## src/rtl/qamdemod_pkg.sv

```systemverilog
// Shared widths, Gray level codes and the arm slicer for the 16-QAM receiver.
package qam_pkg;

  localparam int N      = 16;
  localparam int RX_W   = 17;
  localparam int CAR_W  = 12;
  localparam int P_W    = RX_W + CAR_W;
  localparam int ACC_W  = P_W + $clog2(N);
  localparam int CNT_W  = $clog2(N);
  localparam int HOLD_W = $clog2(N);

  localparam logic [1:0] L_M3 = 2'b00;
  localparam logic [1:0] L_M1 = 2'b01;
  localparam logic [1:0] L_P1 = 2'b11;
  localparam logic [1:0] L_P3 = 2'b10;

  typedef enum logic {S_IDLE, S_SHIFT} ser_state_t;

  // Four-level Gray decision; the threshold is symmetric about zero.
  function automatic logic [1:0] slice_level(input logic signed [ACC_W-1:0] d,
                                             input logic [ACC_W-2:0] thr);
    logic signed [ACC_W-1:0] t;
    t = $signed({1'b0, thr});
    if (d < -t)             return L_M3;
    else if (d[ACC_W-1])    return L_M1;
    else if (d < t)         return L_P1;
    else                    return L_P3;
  endfunction

endpackage

```

## src/rtl/qamdemod_if.sv

```systemverilog
// Sample/carrier inputs and recovered-symbol outputs of the 16-QAM receiver.
interface qamdemod_if;
  import qam_pkg::*;

  logic signed [RX_W-1:0]  rxsignal;
  logic signed [CAR_W-1:0] cos;
  logic signed [CAR_W-1:0] sin;
  logic                    sym_start;
  logic [ACC_W-2:0]        thr;
  logic [1:0]              bitsa;
  logic [1:0]              bitsb;
  logic                    sym_valid;
  logic                    outputsignal;
  logic                    bit_valid;

  modport master (output rxsignal, cos, sin, sym_start, thr,
                  input  bitsa, bitsb, sym_valid, outputsignal, bit_valid);
  modport slave  (input  rxsignal, cos, sin, sym_start, thr,
                  output bitsa, bitsb, sym_valid, outputsignal, bit_valid);

endinterface

```

## src/rtl/qamdemod_arm.sv

```systemverilog
// One receiver arm: carrier multiply, integrate-and-dump over a symbol, Gray slicer.
module qamarm
  import qam_pkg::*;
(
  input  logic                    clk_16,
  input  logic                    rst,
  input  logic signed [RX_W-1:0]  rx,
  input  logic signed [CAR_W-1:0] car,
  input  logic                    first,
  input  logic                    last,
  input  logic [ACC_W-2:0]        thr,
  output logic [1:0]              bits,
  output logic                    dump
);

  logic signed [P_W-1:0]   p;
  logic                    p_first;
  logic                    p_last;
  logic signed [ACC_W-1:0] acc;
  logic signed [ACC_W-1:0] p_ext;
  logic signed [ACC_W-1:0] d;

  assign p_ext = $signed({{(ACC_W-P_W){p[P_W-1]}}, p});
  // First sample of a symbol replaces the accumulator, so a resync drops any partial sum.
  assign d     = p_first ? p_ext : acc + p_ext;

  always_ff @(posedge clk_16) begin
    if (rst) begin
      p       <= '0;
      p_first <= 1'b0;
      p_last  <= 1'b0;
      acc     <= '0;
      bits    <= L_M3;
      dump    <= 1'b0;
    end else begin
      p       <= P_W'(rx) * P_W'(car);
      p_first <= first;
      p_last  <= last;
      acc     <= d;
      dump    <= p_last;
      if (p_last) bits <= slice_level(d, thr);
    end
  end

endmodule

```

## src/rtl/qamdemod.sv

```systemverilog
// 16-QAM receiver top: sample index/flags, two integrate-and-dump arms, bit serialiser.
// state   | meaning
// S_IDLE  | no bits pending, outputsignal holds the last bit sent
// S_SHIFT | presenting recovered bits MSB first, each held N/4 cycles
module qamdemod
  import qam_pkg::*;
(
  input  logic       clk_16,
  input  logic       rst,
  qamdemod_if.slave  bus
);

  localparam logic [HOLD_W-1:0] HOLD_MAX = HOLD_W'(N/4 - 1);

  logic [CNT_W-1:0]  cnt;
  logic [CNT_W-1:0]  idx;
  logic              first;
  logic              last;
  logic [1:0]        bits_i;
  logic [1:0]        bits_q;
  logic              dump_i;
  logic              dump_q;
  logic              sym_valid;
  ser_state_t        state;
  logic [2:0]        sr;
  logic [1:0]        bits_left;
  logic [HOLD_W-1:0] hold;
  logic              ser_out;
  logic              ser_valid;

  assign idx   = bus.sym_start ? '0 : cnt;
  assign first = (idx == '0);
  assign last  = (idx == CNT_W'(N-1));

  always_ff @(posedge clk_16) begin
    if (rst) cnt <= '0;
    else     cnt <= last ? '0 : idx + CNT_W'(1);
  end

  qamarm u_arm_i (.clk_16(clk_16), .rst(rst), .rx(bus.rxsignal), .car(bus.cos),
                  .first(first), .last(last), .thr(bus.thr), .bits(bits_i), .dump(dump_i));
  qamarm u_arm_q (.clk_16(clk_16), .rst(rst), .rx(bus.rxsignal), .car(bus.sin),
                  .first(first), .last(last), .thr(bus.thr), .bits(bits_q), .dump(dump_q));

  assign sym_valid = dump_i & dump_q;

  // A new symbol always restarts the shifter, even mid-word.
  always_ff @(posedge clk_16) begin
    if (rst) begin
      state     <= S_IDLE;
      sr        <= '0;
      bits_left <= '0;
      hold      <= '0;
      ser_out   <= 1'b0;
      ser_valid <= 1'b0;
    end else begin
      ser_valid <= 1'b0;
      if (sym_valid) begin
        state     <= S_SHIFT;
        ser_out   <= bits_i[1];
        sr        <= {bits_i[0], bits_q};
        bits_left <= 2'd3;
        hold      <= HOLD_MAX;
        ser_valid <= 1'b1;
      end else begin
        case (state)
          S_SHIFT: begin
            if (hold != '0) begin
              hold <= hold - HOLD_W'(1);
            end else if (bits_left == 2'd0) begin
              state <= S_IDLE;
            end else begin
              ser_out   <= sr[2];
              sr        <= {sr[1:0], 1'b0};
              bits_left <= bits_left - 2'd1;
              hold      <= HOLD_MAX;
              ser_valid <= 1'b1;
            end
          end
          default: state <= S_IDLE;
        endcase
      end
    end
  end

  assign bus.bitsa        = bits_i;
  assign bus.bitsb        = bits_q;
  assign bus.sym_valid    = sym_valid;
  assign bus.outputsignal = ser_out;
  assign bus.bit_valid    = ser_valid;

endmodule

```

## src/flat_wrapper.sv

```systemverilog
// flat-port wrapper written by rule: the top's interface ports become plain ports
module qamdemod_flat import qam_pkg::*;
  (clk_16, rst, bus_rxsignal, bus_cos, bus_sin, bus_sym_start, bus_thr, bus_bitsa, bus_bitsb, bus_sym_valid, bus_outputsignal, bus_bit_valid);
  qamdemod_if bus_i ();
  input  logic clk_16;
  input  logic rst;
  input wire logic [$bits(bus_i.rxsignal)-1:0] bus_rxsignal;
  input wire logic [$bits(bus_i.cos)-1:0] bus_cos;
  input wire logic [$bits(bus_i.sin)-1:0] bus_sin;
  input wire logic [$bits(bus_i.sym_start)-1:0] bus_sym_start;
  input wire logic [$bits(bus_i.thr)-1:0] bus_thr;
  output wire logic [$bits(bus_i.bitsa)-1:0] bus_bitsa;
  output wire logic [$bits(bus_i.bitsb)-1:0] bus_bitsb;
  output wire logic [$bits(bus_i.sym_valid)-1:0] bus_sym_valid;
  output wire logic [$bits(bus_i.outputsignal)-1:0] bus_outputsignal;
  output wire logic [$bits(bus_i.bit_valid)-1:0] bus_bit_valid;
  assign bus_i.rxsignal = bus_rxsignal;
  assign bus_i.cos = bus_cos;
  assign bus_i.sin = bus_sin;
  assign bus_i.sym_start = bus_sym_start;
  assign bus_i.thr = bus_thr;
  assign bus_bitsa = bus_i.bitsa;
  assign bus_bitsb = bus_i.bitsb;
  assign bus_sym_valid = bus_i.sym_valid;
  assign bus_outputsignal = bus_i.outputsignal;
  assign bus_bit_valid = bus_i.bit_valid;
  qamdemod u_core (.clk_16(clk_16), .rst(rst), .bus(bus_i));
endmodule
```

## config.mk

```make
export PLATFORM = sky130hd
export DESIGN_NAME = qamdemod_flat
export DESIGN_NICKNAME = d
export VERILOG_FILES = /design/src/rtl/qamdemod_pkg.sv /design/src/rtl/qamdemod_if.sv /design/src/rtl/qamdemod_arm.sv /design/src/rtl/qamdemod.sv /design/src/flat_wrapper.sv
export SDC_FILE = /design/constraint.sdc
export NUM_CORES = 2
export LEC_CHECK = 0
export ABC_AREA = 1
export BUFFER_PORTS_ARGS = -buffer_cell sky130_fd_sc_hd__buf_4
export CORE_MARGIN = 1
export CORE_UTILIZATION = 30
export DETAILED_ROUTE_END_ITERATION = 7
export HOLD_SLACK_MARGIN = 0.05
export SYNTH_ARGS = -nofsm -noshare
export SYNTH_HDL_FRONTEND = slang
export SYNTH_SLANG_ARGS = --single-unit
```

## constraint.sdc

```tcl
create_clock -name clk_16 -period 7.85 [get_ports clk_16]
set_input_delay 1.1775 -clock clk_16 [delete_from_list [all_inputs] [get_ports clk_16]]
set_output_delay 1.1775 -clock clk_16 [all_outputs]
set_load 0.02 [all_outputs]
```

==> run_results.csv <==
group,metric,value,unit
run_status,status,"finished clean",
routing,ant_nets,0,
timing,tightest_slew,0.885,ns
finish,regArea,2940,sq um
cts,clkTransAtPathRegs,0.07,ns
logic_synthesis,synth-edff-count,0,
timing,hold_viol,0,
finish,nFillCells,9423,
timing,slew_headroom,0.405,
critical_path,crit_fanout,17,
cts,cts_tree,"done",
grt,grt_usage,0.166,
logic_synthesis,syn-num-nets,4406,
placement,finalWeightedCongestion,0.929,
floorplanning,io_pins,83,
grt,grt_pass1_vias,22600,
critical_path,end_kind,"flop",
grt,grt.overflow.total,0,
critical_path,crit_slowest_cell,"fa_1",
power_and_ir_drop,power_density,399,nW/um^2
placement,dpl_worst_slack,1.36,ns
critical_path,critPathMaxStageDelay,0.56,ns
cts,htree_levels,4,
logic_synthesis,synth.top_cell.area_share,0.285,
routing,drtIter0Drc,1465,
floorplanning,start_util,0.305,
finish,stdcell_count,4800,
timing,fin_crit_sh,0.777,
critical_path,cp_cell_sequence,"buf_4 > nand2_1 > fa_1 > inv_1 > ha_1 > inv_1 > fa_1 > inv_1 > fa_1 > inv_1 > fa_1 > inv_1 > ha_1 > nand2_1 > nor4_1 > nand4_1 > nand3_1 > nand3_1 > o211ai_1 > o21ai_0 > a21oi_1",
logic_synthesis,synthArstFlopShare,0,
cts,ctsResizeCount,0,
finish,nets,4403,
floorplanning,core_area,87300,sq um
floorplanning,fp.dieW,300,microns
timing,fmax,164,MHz
cts,cts_buffer_depth,2,
routing,routed_via_density,4.69,
logic_synthesis,seq_area_frac_synth,0.111,
logic_synthesis,synth_most_common_cell,"inv_1",
power_and_ir_drop,leakage,15.5,nW
min_path,holdCritStartpoint,"u_core.sr[0]$_SDFFE_PP0P_",
floorplanning,die_area,89800,sq um
finish,multiInputGateArea,20100,sq um
logic_synthesis,synth_area_per_cell,7.31,sq um
critical_path,rr_startpoint,"u_core.u_arm_q.p[0]$_SDFF_PP0_",
timing,period_needed,6.10,ns
critical_path,arrival,6.48,ns
logic_synthesis,yosysWarnings,0,
critical_path,startpoint_type,"primary input",
floorplanning,die_y,300,microns
critical_path,worst_path_most_repeated_cell,"inv_1",
placement,place_hpwl,60800,microns
critical_path,path_delay_family,"adder cells",
critical_path,cp_num_buf_inv,6,
routing,wirelength,72200,microns
cts,postCtsSetupRepairBufs,0,
timing,slew_viol_final,0,
finish,syn2layout_area_growth,8.46,%
logic_synthesis,synth_top_cells_by_count,"inv_1 (830), nand2_1 (799), fa_1 (378)",
timing,finClkSkew,0.0159,ns
floorplanning,num_rows,108,
grt,grt_pass1_wl,119000,microns
timing,fin_tns_setup,0,ns
logic_synthesis,synth_area_leaders,"fa_1 (28%), ha_1 (15%), inv_1 (12%), nand2_1 (11%), dfxtp_1 (11%)",
cts,cts_hold_repair.buffers,0,
cts,cts_sinks,147,
routing,drt-wirelength-per-cell,15.0,microns
timing,setup_viol,0,
timing,fin_ws,1.75,ns
logic_synthesis,ys_seq_elements,147,
critical_path,startpoint,"bus_sin[0]",
cts,cts_root_buf,"clkbuf_16",
routing,vias,22500,
routing,drcViolationCount,0,
logic_synthesis,yosysTopAreaCell,"fa_1",
power_and_ir_drop,peakVddDrop,0.311,mV
logic_synthesis,synth.distinct_cells,45,
flow_run,maxCapViolations,0,
grt,antenna_found_initial,2,
critical_path,crit_type,"primary input to flop",
logic_synthesis,synthFlopType,"dfxtp_1",
timing,rsz0062_at_grt,"false",
critical_path,cp_data_required_time,8.23,ns
placement,placedCellCount,4768,
logic_synthesis,syn_inst,3635,
min_path,hold_class,"flop to flop",
logic_synthesis,syn_area,26600,sq um
cts,clock_latency,0.46,ns
finish,final_layout_size_suffix_gt1_frac,0.0477,
placement,numPortBuffers,82,
finish,num_antenna_cells,0,
routing,dr.pass1.iters,5,
grt,grt_max_degree,89,
cts,cts_inserted_buffers,17,
[path summary, 6_finish.rpt]
check             cells after the start                                  end  slack [ns]
setup / recovery                     21      u_core.u_arm_q.p[27]$_SDFF_PP0_        1.75
hold / removal                        2            u_core.sr[0]$_SDFFE_PP0P_        0.47
setup reg to reg                     28  u_core.u_arm_q.bits[0]$_SDFFE_PP0P_        2.43
hold reg to reg                       2            u_core.sr[0]$_SDFFE_PP0P_        0.47
[report_power, final]
part | total [mW] | switching (mW) | internal [mW]
Combinational | 9.50 | 6.09 | 3.41
Clock | 0.804 | 0.385 | 0.418
Sequential | 1.19 | 0.174 | 1.02
[cell families (layout without fill, tap and decap cells)]
logic type	after synthesis	in the layout	share of synthesized area
simple gates	1280	1280	0.199
xor+xnor	53	53	0.0175
buf+inv	941	951	0.133
compound gates	519	519	0.106
fa+ha+maj	695	695	0.434
flops	147	147	0.111
[cells in the final DEF, fill, tap and decap left out, types with 4 or more instances in the layout]
cell type,netlist,layout
nand3_1,90,90
inv_8,0,4
clkbuf_16,0,17
nand2_1,799,799
xnor2_1,12,12
fa_1,378,378
inv_1,830,829
o21bai_1,4,4
nor3_1,24,24
inv_6,0,6
dfxtp_1,147,147
xor2_1,41,41
a21boi_0,6,6
a21o_1,17,17
nand4_1,30,30
o21ai_1,7,7
and2_1,4,4
nor2_1,267,267
a31oi_1,16,16
o211ai_1,11,11
nor2_4,4,4
o21a_1,18,18
or2_2,31,31
buf_4,0,87
a21oi_1,254,254
ha_1,317,317
o21ai_0,169,169
nand3b_1,4,4
nor4_1,13,13
[routing by layer]
metal	up-vias	global-route usage	part of all wire
met5	-	0	0.00043
met4	4	0.0288	0.0097
met3	45	0.0221	0.055
met2	539	0.260	0.43
met1	10800	0.244	0.50
li1	11200	-	-
[metrics by stage]
stage               power (mW)  cell area, sq um   util  hold WS (ns)
floorplan                 8.08             26600      -         0.442
global placement          10.4             28300  0.324         0.453
detailed placement        10.5             28300  0.324         0.456
CTS                       11.4             28800  0.330         0.466
global route              13.0             28800  0.330         0.489
finish                    11.5             28800  0.330         0.470
[worst min-delay path: stages, from the launching register on]
cell and delay (ns):
dfxtp_1 0.31, nand2_1 0.06, a21oi_1 0.05
[registers in the layout (all words and copies together), names as in the netlist, 3 cells and up]
signal	flops
u_core.sr	3
u_core.u_arm_q.acc	33
u_core.cnt	4
u_core.u_arm_i.p	29
u_core.u_arm_q.p	29
u_core.hold	4
u_core.u_arm_i.acc	33
[cell type report]
cell class,count,share of cell area
multi-input cells,2547,0.697
inverters,832,0.108
well taps,1155,0.0501
flip-flops and latches,147,0.102
repair buffers,87,0.0227
clock inverters,15,0.00469
clock buffers,17,0.0148
Power figures use the tool's default switching activity.
